**src/rtl/pc_sequencer_pkg.sv**
```systemverilog
// pc_pkg: opcodes, pc_src encodings and flag indices shared by the PC unit
package pc_pkg;
  localparam logic [5:0] OP_BGT  = 6'b001000;
  localparam logic [5:0] OP_BLT  = 6'b001001;
  localparam logic [5:0] OP_BEQ  = 6'b001010;
  localparam logic [5:0] OP_BNE  = 6'b001011;
  localparam logic [5:0] OP_JMP  = 6'b001100;
  localparam logic [5:0] OP_CALL = 6'b001101;
  localparam logic [5:0] OP_RET  = 6'b001110;
  localparam logic [1:0] PCS_JUMP = 2'b00;
  localparam logic [1:0] PCS_SEQ  = 2'b01;
  localparam logic [1:0] PCS_BR   = 2'b10;
  localparam logic [1:0] PCS_RET  = 2'b11;
  localparam int FLAG_Z = 0;
  localparam int FLAG_C = 1;
  localparam int FLAG_V = 2;
endpackage

```
**src/rtl/pc_sequencer_ras_stack.sv**
```systemverilog
// ras_stack: return-address LIFO with full/empty status and overflow/underflow pulses
// ports: clk, reset (async high), push/pop requests, din pushed value,
//        top combinational top-of-stack, full/empty status, ovf/unf rejected-request pulses
module ras_stack #(
  parameter int W     = 16,
  parameter int DEPTH = 8
) (
  input  logic         clk,
  input  logic         reset,
  input  logic         push,
  input  logic         pop,
  input  logic [W-1:0] din,
  output logic [W-1:0] top,
  output logic         full,
  output logic         empty,
  output logic         ovf,
  output logic         unf
);
  localparam int AW   = $clog2(DEPTH);
  localparam int SP_W = AW + 1;
  logic [W-1:0]    mem [DEPTH];
  logic [SP_W-1:0] sp;
  logic [AW-1:0]   top_idx;
  assign empty   = sp == '0;
  assign full    = sp == SP_W'(DEPTH);
  assign ovf     = push && full;
  assign unf     = pop && empty;
  assign top_idx = AW'(sp - 1'b1);
  assign top     = mem[top_idx];
  always_ff @(posedge clk or posedge reset)
    if (reset) sp <= '0;
    else if (push && !full) sp <= sp + 1'b1;
    else if (pop && !empty) sp <= sp - 1'b1;
  // storage is deliberately left unreset
  always_ff @(posedge clk)
    if (push && !full) mem[sp[AW-1:0]] <= din;
endmodule

```
**src/rtl/pc_sequencer.sv**
```systemverilog
// pc_sequencer: PC register with branch/jump/call/return next-PC selection
// ports: clk, reset (async high), pc_we update strobe, op/flags/br_off/jmp_tgt decode inputs,
//        err_clr clears stack_err; pc, pc_src, stack_empty/full/err status outputs
module pc_sequencer
  import pc_pkg::*;
#(
  parameter int          PC_W        = 16,
  parameter int          OFF_W       = 12,
  parameter int          STACK_DEPTH = 8,
  parameter int          PC_INC      = 1,
  parameter logic [15:0] RESET_PC    = 16'h0000
) (
  input  logic             clk,
  input  logic             reset,
  input  logic             pc_we,
  input  logic [5:0]       op,
  input  logic [2:0]       flags,
  input  logic [OFF_W-1:0] br_off,
  input  logic [PC_W-1:0]  jmp_tgt,
  input  logic             err_clr,
  output logic [PC_W-1:0]  pc,
  output logic [1:0]       pc_src,
  output logic             stack_empty,
  output logic             stack_full,
  output logic             stack_err
);
  logic            taken, push, pop, ovf, unf;
  logic [PC_W-1:0] seq, br, top, next_pc;
  assign taken = (op == OP_BGT && !flags[FLAG_C] && !flags[FLAG_V]) ||
                 (op == OP_BLT && flags[FLAG_C]) ||
                 (op == OP_BEQ && flags[FLAG_Z]) ||
                 (op == OP_BNE && !flags[FLAG_Z]);
  assign pc_src = taken ? PCS_BR :
                  (op == OP_JMP || op == OP_CALL) ? PCS_JUMP :
                  op == OP_RET ? PCS_RET : PCS_SEQ;
  assign seq  = pc + PC_W'(PC_INC);
  assign br   = pc + PC_W'($signed(br_off));
  assign push = pc_we && op == OP_CALL;
  assign pop  = pc_we && pc_src == PCS_RET;
  // a return with nothing on the stack falls through sequentially
  assign next_pc = pc_src == PCS_BR ? br :
                   pc_src == PCS_JUMP ? jmp_tgt :
                   pc_src == PCS_RET ? (stack_empty ? seq : top) : seq;
  ras_stack #(.W(PC_W), .DEPTH(STACK_DEPTH)) u_ras (
    .clk(clk), .reset(reset), .push(push), .pop(pop), .din(seq),
    .top(top), .full(stack_full), .empty(stack_empty), .ovf(ovf), .unf(unf)
  );
  always_ff @(posedge clk or posedge reset)
    if (reset) pc <= PC_W'(RESET_PC);
    else if (pc_we) pc <= next_pc;
  // a fresh error outranks a simultaneous clear
  always_ff @(posedge clk or posedge reset)
    if (reset) stack_err <= 1'b0;
    else if (ovf || unf) stack_err <= 1'b1;
    else if (err_clr) stack_err <= 1'b0;
endmodule

```
**config.mk**
```make
export PLATFORM = sky130hd
export DESIGN_NAME = pc_sequencer
export DESIGN_NICKNAME = d
export VERILOG_FILES = /design/src/rtl/pc_sequencer_pkg.sv /design/src/rtl/pc_sequencer_ras_stack.sv /design/src/rtl/pc_sequencer.sv
export SDC_FILE = /design/constraint.sdc
export NUM_CORES = 1
export LEC_CHECK = 0
export CELL_PAD_IN_SITES_DETAIL_PLACEMENT = 2
export CELL_PAD_IN_SITES_GLOBAL_PLACEMENT = 2
export CORE_AREA = 2 2 135 137
export CTS_CLUSTER_DIAMETER = 200
export DETAILED_ROUTE_END_ITERATION = 6
export DIE_AREA = 0 0 137 139
export PLACE_DENSITY_LB_ADDON = 0.1
export SYNTH_ARGS = -nofsm -noshare
export SYNTH_HDL_FRONTEND = slang
export SYNTH_SLANG_ARGS = --single-unit
```
**constraint.sdc**
```tcl
create_clock -name clk -period 4.4 [get_ports clk]
set_input_delay 0.88 -clock clk [delete_from_list [all_inputs] [get_ports clk]]
set_output_delay 0.88 -clock clk [all_outputs]
set_load 0.005 [all_outputs]
```
==> flow_summary.yaml <==
sta:
  drv_slew: 0
  finalSetupTns_ns: 0
  timing_worst_slew_pin_value_ns: 0.901
  finalHoldViolations: 0
  finalSetupViolCount: 0
  post_layout_min_period_ns: 3.97
  slew-limit-headroom_pct: 39.5
  fmaxAchievable_ghz: 0.252
  fin_crit_sh_pct: 90.3
  grt_setup_unrepaired: "false"
  clock-skew-final_ns: 0.00755
power:
  power.clock.fraction_pct: 28.8
  leakage_power_nw: 3.07
  sw_frac_of_total_pct: 33.7
  seq_power_share_pct: 35.7
  power.combinational.fraction_pct: 35.5
  power.ir.vdd_worst_v: 0.000315
  internal-power_mw: 3.40
  total_switching_power_mw: 1.73
  power_density_relative_to_cell_area_nw_per_um2: 580
critical_path:
  reg2reg_from: "u_ras.sp[1]"
  critPathLaunchType: "primary input"
  critPathMaxStageDelay_ns: 0.64
  worstPathCellList: "clkdlybuf4s50_1 > nor3_1 > a211oi_1 > or3b_1 > nand2b_1 > clkdlybuf4s50_1"
  worst_path_max_delay_cell: "sky130_fd_sc_hd__clkdlybuf4s50_1"
  crit-reg2reg-capture: "pc[12]"
  critical_path_required_ns: 3.52
  critPathArrivalTime_ns: 3.09
  critPathCaptureType: "output pin"
  cp_max_fo: 10
  most_common_cell_type_on_the_critical_path: "sky130_fd_sc_hd__clkdlybuf4s50_1"
  critPathKind: "primary input to output pin"
  worst_r2r_setup_slack_ns: 1.24
  worstRegToRegCells: 8
detailed_routing:
  dr.first_iter.drc_count: 344
  wl_per_cell_um: 26.5
  final_routed_drc_violation_total: 0
  drt_pass1_iterations: 4
  via_count: 4751
  antenna_violating_nets_post_route: 0
  vias_per_cell: 5.79
  totalWireLength_um: 21800
synth:
  async_reset_ff_share_pct: 14.1
  yosys_register_bits: 149
  synth_fp_nets: 563
  yosysTopAreaCell: "sky130_fd_sc_hd__edfxtp_1"
  seq_area_frac_synth_pct: 60.2
  post-synth-top-area-fraction_pct: 53.0
  post_synth.cell_area_avg_um2: 14.4
  synth_edf_count: 128
  synthesis.yosys.warnings: 0
  prevailing_post_synth_register_cell: "sky130_fd_sc_hd__edfxtp_1"
  cells_after_synthesis: 503
  ranking_of_synthesized_cells_by_area: "sky130_fd_sc_hd__edfxtp_1, sky130_fd_sc_hd__mux4_2, sky130_fd_sc_hd__dfrtp_1"
  synth_cell_types: 66
  mappedNetlistArea_um2: 7260
worst_hold_path:
  holdCritStartpoint: "stack_err"
  hold_path_class: "flip-flop to flip-flop"
  min_delay_path_depth: 2
  holdPathEnd: "stack_err"
placement:
  placed_cell_count: 788
  placedInstanceArea_um2: 8250
  place.gp.congestion: 0.850
  dp.final_hpwl_um: 15000
  port-buffer-count: 61
final_layout:
  nets: 638
  final-instance-count-excl-fill: 820
  fillerInstances: 1680
  postLayoutCellArea_um2: 8840
  final_common_cell: "sky130_fd_sc_hd__edfxtp_1"
  drive_above_1_share_pct: 16.9
  layout_common_cells: "sky130_fd_sc_hd__edfxtp_1, sky130_fd_sc_hd__clkdlybuf4s50_1, sky130_fd_sc_hd__nand2_1, sky130_fd_sc_hd__mux4_2"
  syn_to_final_growth_pct: 21.8
  antenna_cells: 0
clocking:
  cts_max_path_buffers: 2
  post_cts_repair_timing_setup_buffer_count: 0
  cts_tree: "done"
  cts.reportedPaths.clkPinSlew_ns: 0.06
  cts_resized: 0
  cts_htree_levels: 4
  tritoncts_num_sinks: 149
  clock-root-buffer: "sky130_fd_sc_hd__clkbuf_16"
  clk_latency_ns: 0.43
  holdBufCountCts: 0
  clock_buffer_count_from_cts: 17
floorplan:
  floorplan.initialDensity_pct: 41.1
  floorplan.rows: 49
  die_area_um2: 19000
  floorplan.die.height_um: 139
  coreArea_um2: 17700
  io-pin-count: 62
  dieWidth_um: 137
global_route:
  total_routing_resource_utilization_after_global_routing_pct: 24.4
  first_global_vias: 5426
  grt_pass1_wl_um: 33900
  globalRoute.totalOverflow: 0
  grt_antenna_before_repair: 0
  grt_start_max_net_pins: 37
status:
  outcome: "finished, final reports clean"
job:
  maxCapViolCount: 0
-- synth_stat cells, drive strengths merged (13+ instances only) --
cell,instances
edfxtp,128
mux4,32
nand2,32
dfrtp,21
nor2,20
ha,18
nand3,17
mux2i,16
inv,14
o21ai,14
xnor2,14
clkbuf,13
-- layout make-up --
type | instances | area, µm² | share of cell area, %
Sequential cell | 149 | 4370 | 49.5
Multi-Input combinational cell | 314 | 2770 | 31.4
Timing Repair Buffer | 81 | 761 | 8.61
Clock buffer | 19 | 433 | 4.90
Tap cell | 229 | 287 | 3.24
Clock inverter | 13 | 158 | 1.78
Inverter | 15 | 56.3 | 0.637
-- logic make-up (layout without fill, tap and decap cells) --
family          count (synthesis)  after routing  synth area share (%)
fa+ha+maj                      19             19                  3.38
mux                            49             49                  12.3
simple gates                  126            126                  9.17
flops                         149            149                  60.2
xor+xnor                       25             25                  3.02
compound gates                 95             95                  9.72
buf+inv                        40            128                  2.22
-- state kept, by name, summed over array words and instances (netlist names) --
register,flops
u_ras.mem,128
u_ras.sp,4
stack_err,1
pc,16
-- critical path, delay by kind of cell --
kind | cells | cell delay [ns]
AOI/OAI and AO/OA | 1 | 0.16
and+or+nand+nor | 3 | 0.91
buffers and inverters | 2 | 1.14
-- how the worst max path moves through the flow --
| stage | from | slack (ns) | endpoint |
|---|---|---|---|
| after floorplan | op[5] | 0.31 | u_ras.mem[0][0] |
| after global placement | op[3] | 0.57 | pc_src[1] |
| after detailed placement | op[0] | 0.41 | pc_src[1] |
| after CTS | op[0] | 0.41 | pc_src[1] |
| after global routing | op[0] | 0.31 | pc_src[1] |
| final | op[0] | 0.43 | pc_src[1] |
-- routing by layer --
| layer | track usage, % | vias to the layer above | part of all wire, % |
|---|---|---|---|
| met2 | 41.7 | 100 | 52 |
| li1 | - | 2155 | - |
| met5 | 0 | - | 0 |
| met3 | 3.95 | 10 | 3.2 |
| met4 | 6.78 | 0 | 0.91 |
| met1 | 32.1 | 2486 | 44 |
-- per-stage QoR --
stage	setup WS (ns)	power, mW	hold slack (ns)	util (%)
2_1_floorplan	0.306	3.01	0.464	-
3_3_place_gp	0.573	3.60	0.498	46.7
3_5_place_dp	0.409	3.67	0.497	46.7
4_1_cts	0.412	5.17	0.509	50.0
5_1_grt	0.312	5.36	0.553	50.0
6_report	0.429	5.12	0.515	50.0
-- power by group through the flow --
stage	combinational (mW)	sequential (mW)	clock [mW]
after detailed placement	1.82	1.85	0
after floorplan	1.22	1.79	0
after global placement	1.75	1.85	0
after global routing	1.98	1.84	1.54
final	1.82	1.83	1.48
after CTS	1.84	1.83	1.50
(Power assumes the default switching activity.)
